### src/rtl/axi4_lite_reg_slave.sv
// axi4_lite_reg_slave
//   AXI4-Lite slave exposing REG_COUNT registers of DATA_WIDTH bits. AW and W
//   are captured independently. Writes honour byte strobes. Registers selected
//   by RO_MASK are read-only and return hw_val_i. AxPROT privilege and security
//   checks are applied, and OKAY/SLVERR/DECERR responses are generated.
//   DATA_WIDTH must be 32 or 64. BASE_ADDR must be aligned to DATA_WIDTH/8.
// Ports:
//   aclk, areset            clock, asynchronous active-high reset
//   aw*/w*/b*               write address, write data, write response channels
//   ar*/r*                  read address and read data channels
//   regs_o                  register contents, register i at slice i
//                           (RO slices show hw_val_i registered once)
//   wr_pulse_o              one-cycle strobe per successful register write
//   hw_val_i                read value for read-only registers
module axi4_lite_reg_slave #(
    parameter int unsigned            ADDR_WIDTH         = 16,
    parameter int unsigned            DATA_WIDTH         = 32,
    parameter int unsigned            REG_COUNT          = 8,
    parameter logic [ADDR_WIDTH-1:0]  BASE_ADDR          = '0,
    parameter logic [REG_COUNT-1:0]   RO_MASK            = '0,
    parameter logic [DATA_WIDTH-1:0]  RESET_VALUE        = '0,
    parameter bit                     REQUIRE_PRIVILEGED = 1'b0,
    parameter bit                     REQUIRE_SECURE     = 1'b0
) (
    input  logic                            aclk,
    input  logic                            areset,
    input  logic [ADDR_WIDTH-1:0]           awaddr,
    input  logic [2:0]                      awprot,
    input  logic                            awvalid,
    output logic                            awready,
    input  logic [DATA_WIDTH-1:0]           wdata,
    input  logic [DATA_WIDTH/8-1:0]         wstrb,
    input  logic                            wvalid,
    output logic                            wready,
    output logic [1:0]                      bresp,
    output logic                            bvalid,
    input  logic                            bready,
    input  logic [ADDR_WIDTH-1:0]           araddr,
    input  logic [2:0]                      arprot,
    input  logic                            arvalid,
    output logic                            arready,
    output logic [DATA_WIDTH-1:0]           rdata,
    output logic [1:0]                      rresp,
    output logic                            rvalid,
    input  logic                            rready,
    output logic [REG_COUNT*DATA_WIDTH-1:0] regs_o,
    output logic [REG_COUNT-1:0]            wr_pulse_o,
    input  logic [REG_COUNT*DATA_WIDTH-1:0] hw_val_i
);

    localparam int unsigned STRB_WIDTH = DATA_WIDTH / 8;
    localparam int unsigned ADDR_LSB   = $clog2(STRB_WIDTH);
    localparam int unsigned IDX_W      = (REG_COUNT > 1) ? $clog2(REG_COUNT) : 1;

    localparam logic [1:0] RESP_OKAY   = 2'b00;
    localparam logic [1:0] RESP_SLVERR = 2'b10;
    localparam logic [1:0] RESP_DECERR = 2'b11;

    typedef enum logic [0:0] {W_IDLE = 1'b0, W_RESP = 1'b1} w_state_e;
    typedef enum logic [0:0] {R_IDLE = 1'b0, R_DATA = 1'b1} r_state_e;

    // Returns {hit, idx}. The low byte-offset bits drop out in the shift.
    function automatic logic [IDX_W:0] decode(input logic [ADDR_WIDTH-1:0] addr);
        logic [ADDR_WIDTH-1:0] word;
        logic                  hit;
        word = (addr - BASE_ADDR) >> ADDR_LSB;
        hit  = (addr >= BASE_ADDR) && (word < ADDR_WIDTH'(REG_COUNT));
        return {hit, word[IDX_W-1:0]};
    endfunction

    function automatic logic is_ro(input logic [IDX_W-1:0] idx);
        logic ro;
        ro = 1'b0;
        for (int i = 0; i < REG_COUNT; i++) begin
            ro = ro | (RO_MASK[i] & (idx == IDX_W'(i)));
        end
        return ro;
    endfunction

    // A miss wins over every other error. The protection check and the RO
    // check both map to SLVERR.
    function automatic logic [1:0] access_resp(input logic hit, input logic [1:0] prot,
                                               input logic ro, input logic is_wr);
        logic [1:0] resp;
        if (!hit) begin
            resp = RESP_DECERR;
        end else if ((REQUIRE_PRIVILEGED && !prot[0]) || (REQUIRE_SECURE && prot[1]) ||
                     (is_wr && ro)) begin
            resp = RESP_SLVERR;
        end else begin
            resp = RESP_OKAY;
        end
        return resp;
    endfunction

    w_state_e                  w_state_q, w_state_d;
    r_state_e                  r_state_q, r_state_d;
    logic                      awready_q, awready_d, wready_q, wready_d;
    logic [ADDR_WIDTH-1:0]     awaddr_q, awaddr_d;
    logic [1:0]                awprot_q, awprot_d;
    logic [DATA_WIDTH-1:0]     wdata_q, wdata_d;
    logic [STRB_WIDTH-1:0]     wstrb_q, wstrb_d;
    logic                      bvalid_q, bvalid_d;
    logic [1:0]                bresp_q, bresp_d;
    logic [REG_COUNT-1:0]      wr_pulse_q, wr_pulse_d;
    logic                      arready_q, arready_d, rvalid_q, rvalid_d;
    logic [DATA_WIDTH-1:0]     rdata_q, rdata_d;
    logic [1:0]                rresp_q, rresp_d;
    logic [DATA_WIDTH-1:0]     regs_q [REG_COUNT];
    logic [DATA_WIDTH-1:0]     regs_d [REG_COUNT];

    // Prot bit 2 (instruction/data) carries no meaning for a register bank.
    logic unused_prot_s;
    assign unused_prot_s = awprot[2] ^ arprot[2];

    // While awready/wready are still high nothing is captured yet, so the live
    // channel is used. This lets a same-cycle AW+W commit on its handshake edge.
    logic                  have_aw_s, have_w_s, wr_commit_s, wr_ok_s;
    logic [ADDR_WIDTH-1:0] wr_addr_s;
    logic [1:0]            wr_prot_s, wr_resp_s;
    logic [DATA_WIDTH-1:0] wr_data_s;
    logic [STRB_WIDTH-1:0] wr_strb_s;
    logic [IDX_W:0]        wr_dec_s, rd_dec_s;
    logic [1:0]            rd_resp_s;
    logic [DATA_WIDTH-1:0] rd_val_s;

    assign have_aw_s   = !awready_q || awvalid;
    assign have_w_s    = !wready_q || wvalid;
    assign wr_addr_s   = awready_q ? awaddr : awaddr_q;
    assign wr_prot_s   = awready_q ? awprot[1:0] : awprot_q;
    assign wr_data_s   = wready_q ? wdata : wdata_q;
    assign wr_strb_s   = wready_q ? wstrb : wstrb_q;
    assign wr_dec_s    = decode(wr_addr_s);
    assign wr_resp_s   = access_resp(wr_dec_s[IDX_W], wr_prot_s, is_ro(wr_dec_s[IDX_W-1:0]), 1'b1);
    assign wr_commit_s = (w_state_q == W_IDLE) && have_aw_s && have_w_s;
    assign wr_ok_s     = wr_commit_s && (wr_resp_s == RESP_OKAY);

    // Write channel FSM: capture AW/W independently, then hold B until bready.
    always_comb begin
        w_state_d = w_state_q;
        awready_d = awready_q;
        wready_d  = wready_q;
        awaddr_d  = awaddr_q;
        awprot_d  = awprot_q;
        wdata_d   = wdata_q;
        wstrb_d   = wstrb_q;
        bvalid_d  = bvalid_q;
        bresp_d   = bresp_q;
        case (w_state_q)
            W_IDLE: begin
                if (awvalid && awready_q) begin
                    awaddr_d  = awaddr;
                    awprot_d  = awprot[1:0];
                    awready_d = 1'b0;
                end else begin
                    awaddr_d  = awaddr_q;
                end
                if (wvalid && wready_q) begin
                    wdata_d  = wdata;
                    wstrb_d  = wstrb;
                    wready_d = 1'b0;
                end else begin
                    wdata_d  = wdata_q;
                end
                if (wr_commit_s) begin
                    w_state_d = W_RESP;
                    awready_d = 1'b0;
                    wready_d  = 1'b0;
                    bvalid_d  = 1'b1;
                    bresp_d   = wr_resp_s;
                end else begin
                    w_state_d = W_IDLE;
                end
            end
            W_RESP: begin
                if (bready) begin
                    w_state_d = W_IDLE;
                    bvalid_d  = 1'b0;
                    awready_d = 1'b1;
                    wready_d  = 1'b1;
                end else begin
                    w_state_d = W_RESP;
                end
            end
            default: begin
                w_state_d = W_IDLE;
                bvalid_d  = 1'b0;
                awready_d = 1'b1;
                wready_d  = 1'b1;
            end
        endcase
    end

    // Register next-state: RO slots track hw_val_i, and writable slots take
    // the strobed bytes of an OKAY write.
    always_comb begin
        wr_pulse_d = '0;
        for (int i = 0; i < REG_COUNT; i++) begin
            regs_d[i]     = RO_MASK[i] ? hw_val_i[i*DATA_WIDTH +: DATA_WIDTH] : regs_q[i];
            wr_pulse_d[i] = wr_ok_s && (wr_dec_s[IDX_W-1:0] == IDX_W'(i));
            for (int b = 0; b < STRB_WIDTH; b++) begin
                regs_d[i][b*8 +: 8] = (wr_pulse_d[i] && wr_strb_s[b]) ?
                                      wr_data_s[b*8 +: 8] : regs_d[i][b*8 +: 8];
            end
        end
    end

    assign rd_dec_s  = decode(araddr);
    assign rd_resp_s = access_resp(rd_dec_s[IDX_W], arprot[1:0], is_ro(rd_dec_s[IDX_W-1:0]), 1'b0);

    // Read mux uses regs_q, so a same-edge write is never visible to the read.
    always_comb begin
        rd_val_s = '0;
        for (int i = 0; i < REG_COUNT; i++) begin
            rd_val_s = (rd_dec_s[IDX_W-1:0] == IDX_W'(i)) ?
                       (RO_MASK[i] ? hw_val_i[i*DATA_WIDTH +: DATA_WIDTH] : regs_q[i]) : rd_val_s;
        end
    end

    // Read channel FSM: one-cycle latency, R held until rready.
    always_comb begin
        r_state_d = r_state_q;
        arready_d = arready_q;
        rvalid_d  = rvalid_q;
        rdata_d   = rdata_q;
        rresp_d   = rresp_q;
        case (r_state_q)
            R_IDLE: begin
                if (arvalid) begin
                    r_state_d = R_DATA;
                    arready_d = 1'b0;
                    rvalid_d  = 1'b1;
                    rresp_d   = rd_resp_s;
                    rdata_d   = (rd_resp_s == RESP_OKAY) ? rd_val_s : {DATA_WIDTH{1'b0}};
                end else begin
                    r_state_d = R_IDLE;
                end
            end
            R_DATA: begin
                if (rready) begin
                    r_state_d = R_IDLE;
                    arready_d = 1'b1;
                    rvalid_d  = 1'b0;
                end else begin
                    r_state_d = R_DATA;
                end
            end
            default: begin
                r_state_d = R_IDLE;
                arready_d = 1'b1;
                rvalid_d  = 1'b0;
            end
        endcase
    end

    // State and output registers.
    always_ff @(posedge aclk or posedge areset) begin
        if (areset) begin
            w_state_q  <= W_IDLE;
            r_state_q  <= R_IDLE;
            awready_q  <= 1'b1;
            wready_q   <= 1'b1;
            arready_q  <= 1'b1;
            awaddr_q   <= '0;
            awprot_q   <= 2'b00;
            wdata_q    <= '0;
            wstrb_q    <= '0;
            bvalid_q   <= 1'b0;
            bresp_q    <= 2'b00;
            rvalid_q   <= 1'b0;
            rresp_q    <= 2'b00;
            rdata_q    <= '0;
            wr_pulse_q <= '0;
            for (int i = 0; i < REG_COUNT; i++) begin
                regs_q[i] <= RESET_VALUE;
            end
        end else begin
            w_state_q  <= w_state_d;
            r_state_q  <= r_state_d;
            awready_q  <= awready_d;
            wready_q   <= wready_d;
            arready_q  <= arready_d;
            awaddr_q   <= awaddr_d;
            awprot_q   <= awprot_d;
            wdata_q    <= wdata_d;
            wstrb_q    <= wstrb_d;
            bvalid_q   <= bvalid_d;
            bresp_q    <= bresp_d;
            rvalid_q   <= rvalid_d;
            rresp_q    <= rresp_d;
            rdata_q    <= rdata_d;
            wr_pulse_q <= wr_pulse_d;
            regs_q     <= regs_d;
        end
    end

    assign awready    = awready_q;
    assign wready     = wready_q;
    assign bvalid     = bvalid_q;
    assign bresp      = bresp_q;
    assign arready    = arready_q;
    assign rvalid     = rvalid_q;
    assign rresp      = rresp_q;
    assign rdata      = rdata_q;
    assign wr_pulse_o = wr_pulse_q;

    for (genvar g = 0; g < REG_COUNT; g++) begin : g_regs_o
        assign regs_o[g*DATA_WIDTH +: DATA_WIDTH] = regs_q[g];
    end

endmodule

### config.mk
export PLATFORM = sky130hd
export DESIGN_NAME = axi4_lite_reg_slave
export DESIGN_NICKNAME = d
export VERILOG_FILES = /design/src/rtl/axi4_lite_reg_slave.sv
export SDC_FILE = /design/constraint.sdc
export NUM_CORES = 1
export LEC_CHECK = 0
export ABC_CLOCK_PERIOD_IN_PS = 16900
export CORE_AREA = 8 8 246 248
export DETAILED_ROUTE_END_ITERATION = 12
export DIE_AREA = 0 0 254 256
export MAX_ROUTING_LAYER = met4
export PLACE_DENSITY = 0.62
export SETUP_SLACK_MARGIN = 0.2
export SLEW_MARGIN = 20
export SYNTH_ARGS = -nofsm -noshare
export SYNTH_HDL_FRONTEND = slang
export SYNTH_SLANG_ARGS = --single-unit
### constraint.sdc
create_clock -name aclk -period 16.9 [get_ports aclk]
set_clock_uncertainty 0.05 [all_clocks]
set_input_delay 1.69 -clock aclk [delete_from_list [all_inputs] [get_ports aclk]]
set_output_delay 1.69 -clock aclk [all_outputs]
set_load 0.02 [all_outputs]
## Yosys cells after proc, flatten, opt, wreduce, memory -nomap -nowiden

Index checks and enable logic that the tools add are counted.

- Flip-flop bits (word level): 359

- Muxes and demuxes: 36
- Eq/ne operators: 20
- Bitwise operators: 2
- Order comparisons: 4
- Reduce and logical (&&, ||, !) cells: 63

Operator list:

| operator | count |
|---|---|
| 32-bit two-way mux | 10 |
| 1-bit logical AND | 47 |
| 16-bit by 1-bit >= comparator with 1-bit output (second input constant) | 2 |
| 14-bit by 4-bit less-than comparator with 1-bit output (second input constant) | 2 |
| 3-bit == test (second input constant) | 8 |
| 16-bit two-way mux | 1 |
| 2-bit AND reduction | 8 |
| 1-bit two-way mux | 15 |
| 1-bit case mux with 2 select lines | 7 |
| 3-bit by 2-bit == test with 1-bit output (second input constant) | 4 |
| 2-bit != test (second input constant) | 4 |
| 3-bit by 1-bit == test with 1-bit output (second input constant) | 2 |
| 3-bit logical NOT | 2 |
| 3-bit by 2-bit != test with 1-bit output (second input constant) | 2 |
| 2-bit logical NOT | 2 |
| 2-bit two-way mux | 2 |
| 4-bit two-way mux | 1 |
| 1-bit logical NOT | 2 |
| 1-bit logical OR | 2 |
| 1-bit NOT | 2 |

## Logic depth before layout (Yosys ltp)

Gate-level depths: netlist (run 1).

- Word-level depth: 10
- Mapped depth: 8

## Least setup slack after synthesis (run 1)

No wires, ideal clock.

- Path type: input port to flip-flop
- From: in awaddr[7]
- To: reg regs_q (netlist bit regs_o[120])
- Setup time: 0.125 ns
- Data arrival time: 3.096 ns
- Buffers on the path: 2
- Stages on the path: 7
- Path slack: 13.629 ns
- Cells stage by stage: nor4b_1 -> nand3_1 -> o22ai_2 -> buf_6 -> buf_12 -> nand3_4 -> mux2_4

- Longest elaborated chain between the ends: 8

Ends and longest elaborated chain:

| element | RTL line | source |
|---|---|---|
| from (decl) | 27 | `input logic [ADDR_WIDTH-1:0] awaddr,` |
| 16-bit two-way mux (*) | 129 | `assign wr_addr_s = awready_q ? awaddr : awaddr_q;` |
| 16-bit by 1-bit >= comparator with 1-bit output / 14-bit by 4-bit less-than comparator with 1-bit output (equally long branches) | 67 | `hit = (addr >= BASE_ADDR) && (word < ADDR_WIDTH'(REG_COUNT));` |
| 1-bit logical AND (*) | 67 |  |
| 2-bit two-way mux (*) | 85 | `if (!hit) begin` |
| 2-bit logical NOT (*) | 136 | `assign wr_ok_s = wr_commit_s && (wr_resp_s == RESP_OKAY);` |
| 1-bit logical AND (*) | 136 |  |
| 1-bit logical AND (*) | 200 | `wr_pulse_d[i] = wr_ok_s && (wr_dec_s[IDX_W-1:0] == IDX_W'(i));` |
| 1-bit logical AND (*) | 202 | `regs_d[i][b*8 +: 8] = (wr_pulse_d[i] && wr_strb_s[b]) ?` |
| to (signal assigned) | 293 | `regs_q <= regs_d;` |
| to (decl) | 109 | `logic [DATA_WIDTH-1:0] regs_q [REG_COUNT];` |

Mark *: on every way between the ends. The rest lies on a longest branch, timed or not.
A chain may end at the register's enable or synchronous reset.

## Worst setup path in the final report (run 1)

- From: reg wready_q, in the netlist wready
- To: out wready

RTL lines:

| element | RTL line | source |
|---|---|---|
| from (decl) | 98 | `logic awready_q, awready_d, wready_q, wready_d;` |
| from (signal assigned) | 281 | `wready_q <= wready_d;` |
| to (decl) | 34 | `output logic wready,` |

No word-level cell between the ends.

==> results of run 1 <==
## power groups by stage
stage	combinational (uW)	clock (uW)	sequential [uW]
after floorplan	341	0	988
final	510	883	1010
after CTS	520	908	1010
after detailed placement	518	0	1020
after global routing	551	945	1020
after global placement	507	0	1020
## metrics by stage
stage	cell area (um2)	total power (uW)	cells	hold WS (ps)
2_1_floorplan	16740	1329	1295	401.2
3_3_place_gp	21260	1524	2377	417.3
3_5_place_dp	21260	1539	2377	426.4
4_1_cts	22580	2435	2449	440.2
5_1_grt	22600	2511	2452	463.7
6_report	22600	2398	2454	435.2
## placed cells by master, fill, tap and decap left out, drive strengths merged, types with 2 or more instances in the layout
cell type	count
o21ai	143
o211ai	2
dfstp	3
nand4	22
nor2b	13
mux4	6
a21o	22
buf	19
clkdlybuf4s50	372
a32o	4
mux2	366
a21oi	47
a22o	2
nor4	7
inv	35
a31oi	2
nand3	55
nand2	75
clkbuf	62
mux2i	13
dfrtp	352
and3	9
and2	2
nand2b	4
nor2	18
o32ai	2
diode	5
clkinv	6
o22ai	10
## cell type report
| type | instances | area share (%) |
|---|---|---|
| tap | 765 | 4.235 |
| sequential | 355 | 39.34 |
| antenna | 5 | 0.05536 |
| inverter | 32 | 0.5868 |
| multi-input combinational | 834 | 32.84 |
| clock buffer | 62 | 5.387 |
| clock inverter | 10 | 0.4650 |
| timing repair buffer | 391 | 17.10 |
## state kept, by name, indices dropped and copies added (netlist names)
name and cells:
arready 1, awaddr_q 14, awready 1, bresp 1, bvalid 1, r_state_q 1
rdata 32, regs_o 256, rresp 1, rvalid 1, w_state_q 1, wdata_q 32
wr_pulse_o 8, wready 1, wstrb_q 4
## layer usage
metal  track usage [%]  up-vias
li1                  -     5439
met1             24.94     6309
met2             29.56      498
met3             6.497       74
met4             4.243        0
met5                 -        -
## logic make-up after synthesis
logic type,synth area share [%]
AND/OR/NAND/NOR,8.014
buffers and inverters,2.983
multiplexers,27.83
flip-flops,53.10
AO/OA/AOI/OAI,8.074
## final timing paths
kind | startpoint | end | cells past startpoint
worst max-delay path | wready | wready | 1
worst min-delay path | rdata[21] | rdata[21] | 2
worst max register to register | wready | regs_o[18] | 6
worst min register to register | rdata[21] | rdata[21] | 2
max in group asynchronous | areset | regs_o[200] | 4
min in group asynchronous | areset | awaddr_q[11] | 2
==> results_dict.tcl, run 1 <==
set metrics [dict create \
    rsz0062_at_grt "no" \
    dr.pass1.iters 5 \
    p_switching_uw 758.8 \
    p_seq_share_pct 42.0 \
    via_per_inst 5.020 \
    leakagePower_uw 0.01018 \
    place_congestion 0.8580 \
    utilization_pct 39.78 \
    cts_buffers 42 \
    syn-num-nets 1632 \
    multi_input_area_mm2 0.007421 \
    setup_tns_ps 0 \
    ys_async_sr_fraction_pct 100.0 \
    fp.dieArea_mm2 0.06502 \
    routed_wl_um 62950 \
    fin_crit_ps 4220 \
    die_y_um 256 \
    critical_path.slowest_cell "dfstp_4" \
    cp-start-kind "flip-flop" \
    reg2reg_slack_ps 13890 \
    cpLargestDelayFamily "flip-flops" \
    synthDistinctLibCells 49 \
    path_buf_inv 1 \
    cts.clk_slew.worst_paths_ps 50 \
    met1Wirelength_um 27150 \
    finalMaxSlewViolations 0 \
    dp_hpwl_um 43020 \
    intPower_uw 1640 \
    cts-root-buf "clkbuf_16" \
    overflow 0 \
    hold_buffers 0 \
    vdd_drop_max_mv 0.06706 \
    seq_area_frac_synth_pct 53.10 \
    status "finished, final reports clean" \
    synth-edff-count 0 \
    seqCellArea_mm2 0.008891 \
    grt_pass1_wl_um 91690 \
    endpoint_kind "primary output" \
    cts.repair.resized 0 \
    fin_nets 1993 \
    p_clk_share_pct 36.8 \
    ios 642 \
    coreArea_mm2 0.05681 \
    finalHoldViolCount 0 \
    final_antenna_net_count 0 \
    post_cts_buffers 0 \
    dr.first_iter.drc_count 659 \
    ys_ff_latch 355 \
    worstPathRequired_ps 15160 \
    yosys.area.top_type "dfrtp_1" \
    rows 88 \
    fp.dieW_um 254 \
    clock.fmax_mhz 237.0 \
    vias 12320 \
    critical_path_class "flip-flop to primary output" \
    pre_cts_ws_ps 12220 \
    wl_met2_um 28510 \
    dr.max_layer_used "met4" \
    arrival_ps 2480 \
    synth_area_leaders "dfrtp_1 53%, mux2_2 20%, mux2_4 6.5%" \
    comb_power_share_pct 21.3 \
    clk_path_buf_depth 3 \
    synth_commonest_cells "352 x dfrtp_1, 294 x mux2_2, 142 x o21ai_0, 75 x nand2_1, 72 x mux2_4" \
    grt_usage_pct 19.41 \
    fin_crit_sh_pct 24.97 \
    synth_area_per_cell_um2 12.92 \
    cts_sinks 355 \
    ys.flop_type "dfrtp_1" \
    maxCapViolations 0 \
    cts_tree "built" \
    cts_max_level 2 \
    yosysTopAreaCellShare_pct 52.63 \
    worstHoldPathType "flip-flop to flip-flop" \
    route.detailed.drc 0 \
    first_global_vias 13020 \
    layout_setup_ws_ps 12680 \
    setup_viol 0 \
    areaGrowthSynthToFinish_pct 35.04 \
    crit_chain "clkdlybuf4s50_1" \
    tightest_slew_ps 1160 \
    ys_warn_count 0 \
    worstSkewPairLatency_ps 560 \
    slew_headroom_pct 22.58 \
    syn_inst 1295 \
    netlist_area_mm2 0.01674 \
    avgRoutedWirePerCell_um 25.65 \
    antenna_found_initial 4 \
    final.fill_count 5467 \
    synth.most_common_cell "dfrtp_1" \
    grt_max_degree 140 \
    initial_core_util_pct 29.46 \
    slowest_delay_ps 1150 \
    netSwitchingFraction_pct 31.64 \
    wl_met3_um 6110 \
    timing.critical_path.fanout_max 40 \
    io_buffers 375 \
    drive_gt1_share_pct 30.05 \
    power.density_mw_per_mm2 106.1 \
]
Note: power is estimated with default switching activity, not from simulation.
==> inputs of run 2 (changes only) <==
--- a/config.mk
+++ b/config.mk
@@ -5,12 +5,12 @@
 export SDC_FILE = /design/constraint.sdc
 export NUM_CORES = 1
 export LEC_CHECK = 0
-export ABC_CLOCK_PERIOD_IN_PS = 16900
-export CORE_AREA = 8 8 246 248
+export ABC_CLOCK_PERIOD_IN_PS = 4320
+export CORE_AREA = 8 8 247 249
 export DETAILED_ROUTE_END_ITERATION = 12
-export DIE_AREA = 0 0 254 256
+export DIE_AREA = 0 0 255 257
 export MAX_ROUTING_LAYER = met4
-export PLACE_DENSITY = 0.62
+export PLACE_DENSITY = 0.61
 export SETUP_SLACK_MARGIN = 0.2
 export SLEW_MARGIN = 20
 export SYNTH_ARGS = -nofsm -noshare
==> constraint.sdc (replaced) <==
create_clock -name aclk -period 4.32 [get_ports aclk]
set_clock_uncertainty 0.05 [all_clocks]
set_input_delay 0.432 -clock aclk [delete_from_list [all_inputs] [get_ports aclk]]
set_output_delay 0.432 -clock aclk [all_outputs]
set_load 0.02 [all_outputs]
==> results_dict.tcl, run 2 (same netlist as run 1, synthesis figures left out) <==
set metrics [dict create \
    status "finished, final reports clean" \
    cts_sinks 355 \
    areaGrowthSynthToFinish_pct 36.64 \
    ios 642 \
    utilization_pct 40.10 \
    setup_viol 0 \
    rows 88 \
    post_cts_buffers 0 \
    grt_pass1_wl_um 91960 \
    leakagePower_uw 0.01032 \
    finalMaxSlewViolations 0 \
    rsz0062_at_grt "no" \
    route.detailed.drc 0 \
    netSwitchingFraction_pct 31.35 \
    routed_wl_um 63460 \
    via_per_inst 5.065 \
    cts_max_level 2 \
    worstHoldPathType "input port to async pin" \
    io_buffers 375 \
    fp.dieW_um 255 \
    final_cell_mix "372 x clkdlybuf4s50_1, 352 x dfrtp_1, 294 x mux2_2" \
    slew_headroom_pct 32.74 \
    coreArea_mm2 0.05703 \
    dp_hpwl_um 43980 \
    power_uw 9651 \
    hold_buffers 0 \
    endpoint_kind "flip-flop" \
    first_global_vias 13350 \
    p_clk_share_pct 38.3 \
    timing.critical_path.fanout_max 40 \
    cts-root-buf "clkbuf_16" \
    p_seq_share_pct 40.7 \
    p_switching_uw 3025 \
    cp-start-kind "flip-flop" \
    overflow 0 \
    dr.first_iter.drc_count 796 \
    fin_crit_ps 3025 \
    critical_path_class "flip-flop to flip-flop" \
    final_antenna_net_count 0 \
    clk_path_buf_depth 3 \
    largest_reg_flops 256 \
    layoutNonFillerInstCount 2474 \
    cts_tree "built" \
    cts.clk_slew.worst_paths_ps 60 \
    initial_core_util_pct 29.34 \
    finalHoldViolCount 0 \
    mostFrequentLayoutCell "clkdlybuf4s50_1" \
    vdd_drop_max_mv 0.2705 \
    avgRoutedWirePerCell_um 25.65 \
    comb_power_share_pct 20.9 \
    arrival_ps 3400 \
    worstPathRequired_ps 4700 \
    place_congestion 0.8363 \
    drive_gt1_share_pct 31.30 \
    fp.dieArea_mm2 0.06554 \
    tightest_slew_ps 1008 \
    die_y_um 257 \
    cts_buffers 42 \
    clock.fmax_mhz 330.6 \
    dr.pass1.iters 4 \
    antenna_found_initial 7 \
    grt_usage_pct 19.35 \
    power.density_mw_per_mm2 422.0 \
    vias 12530 \
    maxCapViolations 0 \
    worstSkewPairLatency_ps 560 \
    fin_nets 2007 \
    cts.repair.resized 0 \
    intPower_uw 6626 \
    fin_crit_sh_pct 70.01 \
    place_inst 2391 \
    grt_max_degree 96 \
]
## run 2: layout make-up
class                           count  area (um2)
Clock inverter                     21       242.7
Timing Repair Buffer              405        4019
Clock buffer                       56        1204
Antenna cell                        6       15.01
Sequential cell                   355        8891
Inverter                           32       123.9
Tap cell                          765       957.2
Fill cell                        5451       34170
Multi-Input combinational cell    834        7416
## run 2: power groups by stage
stage | clock network [uW] | registers [uW] | logic [uW]
after floorplan | 0 | 3860 | 1330
after global placement | 0 | 3980 | 2010
after detailed placement | 0 | 4000 | 2060
after CTS | 3800 | 3940 | 2060
after global routing | 3920 | 3980 | 2190
final | 3700 | 3930 | 2020
## run 2: metal layers
layer | wire (um) | GRT usage [%] | vias up
li1 | - | - | 5465
met1 | 27630 | 25.03 | 6469
met2 | 27880 | 28.72 | 512
met3 | 6367 | 6.593 | 86
met4 | 1576 | 5.214 | 0
met5 | 0 | - | -
## run 2: worst paths after layout
check	slack, ps	to	cells past startpoint	from
worst max register to register	1300	regs_o[25]	6	wready
worst min register to register	430	rdata[3]	2	rdata[3]
worst max-delay path	1300	regs_o[25]	6	wready
min in group aclk	430	rdata[3]	2	rdata[3]
worst min-delay path	350	regs_o[120]	2	areset
max in group asynchronous	2850	regs_o[210]	3	areset
## run 2: critical path, cell delays in order (launching register included)
cell	delay, ps
dfstp_4	720
nand2b_1	230
nand2_1	130
o22ai_4	670
buf_4	340
and3_2	370
mux2_2	370
## run 2: through the flow
step	worst slack, ps	TNS (ps)	area [um2]	hold WS, ps
2_1_floorplan	-915.9	-322400	16740	401.2
3_3_place_gp	986.2	0	21410	415.4
3_5_place_dp	914.3	0	21410	424.6
4_1_cts	1233	0	22850	361.1
5_1_grt	1183	0	22870	417.8
6_report	1295	0	22870	347.3
==> inputs of run 3 (changes only) <==
--- a/config.mk
+++ b/config.mk
@@ -5,7 +5,7 @@
 export SDC_FILE = /design/constraint.sdc
 export NUM_CORES = 1
 export LEC_CHECK = 0
-export ABC_CLOCK_PERIOD_IN_PS = 4320
+export ABC_CLOCK_PERIOD_IN_PS = 3000
 export CORE_AREA = 8 8 247 249
 export DETAILED_ROUTE_END_ITERATION = 12
 export DIE_AREA = 0 0 255 257
==> constraint.sdc (replaced) <==
create_clock -name aclk -period 3 [get_ports aclk]
set_clock_uncertainty 0.05 [all_clocks]
set_input_delay 0.3 -clock aclk [delete_from_list [all_inputs] [get_ports aclk]]
set_output_delay 0.3 -clock aclk [all_outputs]
set_load 0.02 [all_outputs]
==> results_dict.tcl, run 3 (same netlist as run 1, synthesis figures left out) <==
set metrics [dict create \
    status "finished, final reports clean" \
    clk_path_buf_depth 3 \
    worstPathRequired_ps 3400 \
    tightest_slew_ps 890.7 \
    post_cts_buffers 0 \
    via_per_inst 4.983 \
    fin_crit_ps 2549 \
    critical_path_class "flip-flop to flip-flop" \
    cts_sinks 355 \
    final_cell_mix "372 x clkdlybuf4s50_1, 352 x dfrtp_1, 294 x mux2_2" \
    slew_headroom_pct 40.62 \
    leakagePower_uw 0.01039 \
    finalMaxSlewViolations 0 \
    seqCellArea_mm2 0.008891 \
    crit_start "awready" \
    largest_reg_flops 256 \
    areaGrowthSynthToFinish_pct 37.69 \
    fp.dieW_um 255 \
    initial_core_util_pct 29.34 \
    critPathMostFrequentCell "mux2_2" \
    whs_ps 146.8 \
    cts-root-buf "clkbuf_16" \
    crit_chain "mux2_2 > nor2_4 > and3_2 > mux2_2" \
    timing.critical_path.fanout_max 12 \
    setup_viol 0 \
    multi_input_area_mm2 0.007415 \
    first_global_vias 13060 \
    r2r_start "awready" \
    mostFrequentLayoutCell "clkdlybuf4s50_1" \
    design_area_mm2 0.02304 \
    reg2reg_slack_ps 450 \
    final_antenna_net_count 0 \
    dr.pass1.iters 4 \
    cts.repair.resized 0 \
    grt_usage_pct 19.21 \
    clock.fmax_mhz 392.3 \
    coreArea_mm2 0.05703 \
    ff2ff_path_depth 4 \
    drive_gt1_share_pct 31.68 \
    rows 88 \
    dr.first_iter.drc_count 680 \
    cts_max_level 2 \
    power.density_mw_per_mm2 606.2 \
    fin_nets 2016 \
    cts.clk_slew.worst_paths_ps 60 \
    fin_crit_sh_pct 84.98 \
    grt_max_degree 101 \
    grt_pass1_wl_um 91050 \
    die_y_um 257 \
    worstSkewPairLatency_ps 570 \
    rsz0062_at_grt "no" \
    vdd_drop_max_mv 0.3729 \
    finalHoldViolCount 0 \
    fp.dieArea_mm2 0.06554 \
    vias 12390 \
    cts_buffers 42 \
    dp_hpwl_um 45020 \
    r2r_end "regs_o[22]" \
    route.detailed.drc 0 \
    arrival_ps 2950 \
    overflow 0 \
    routed_wl_um 62960 \
    cts_tree "built" \
    avgRoutedWirePerCell_um 25.33 \
    place_congestion 0.8447 \
    endpoint_kind "flip-flop" \
    antenna_found_initial 8 \
    ios 642 \
    critical_path.slowest_cell "dfstp_2" \
    slowest_delay_ps 700 \
    utilization_pct 40.40 \
    final.fill_count 5413 \
    worstHoldPathType "input port to async pin" \
    io_buffers 375 \
    hold_buffers 0 \
    cp-start-kind "flip-flop" \
    maxCapViolations 0 \
    placed_area_mm2 0.02155 \
]
run 3: changes by cell type in the layout (fill, tap and decap cells not counted), sizes merged:
| cell | change |
|---|---|
| buf | +9 |
| clkinv | -2 |
| clkinvlp | +2 |
| inv | -1 |
| diode | +4 |
run 3: power breakdown:
part	switching (uW)	leakage [uW]	internal, uW
clock	2150	0.000719	3250
sequential	333	0.00482	5230
combinational	1860	0.00485	1150
total	4340	0.0104	9630
run 3: metrics by stage:
step                power, uW  cells  TNS (ps)  setup WS [ps]
floorplan                7486   1295   -743000          -2104
global placement         8628   2400         0          214.0
detailed placement       8718   2400         0          159.9
CTS                     14170   2476         0          402.2
global route            14610   2483         0          332.5
finish                  13970   2486         0          450.7
run 3: worst max path at each step:
stage	end	slack, ps	cells past startpoint
final	regs_o[22]	450	4
after global placement	regs_o[18]	210	7
after detailed placement	regs_o[20]	160	7
after floorplan	awaddr_q[10]	-2100	1
after global routing	regs_o[148]	330	4
after CTS	regs_o[145]	400	4
run 3: per-layer routing:
metal	global-route usage, %	routed length [um]	vias up
met5	-	0	-
met4	4.866	1485	0
met3	7.722	6786	91
met2	28.33	27630	503
met1	24.39	27050	6311
li1	-	-	5482
run 3: area by class of cell:
| type | count | share of cell area [%] |
|---|---|---|
| antenna | 10 | 0.1086 |
| tap | 765 | 4.154 |
| inverter | 32 | 0.5375 |
| sequential | 355 | 38.58 |
| clock inverter | 20 | 1.021 |
| multi-input combinational | 834 | 32.18 |
| timing repair buffer | 414 | 18.06 |
| clock buffer | 56 | 5.359 |
run 3: worst max-delay path: cells and delay by family (launching register included):
kind / cells / cell delay [ps]
and+or+nand+nor: 2 / 750
DFF: 1 / 700
muxes: 2 / 930
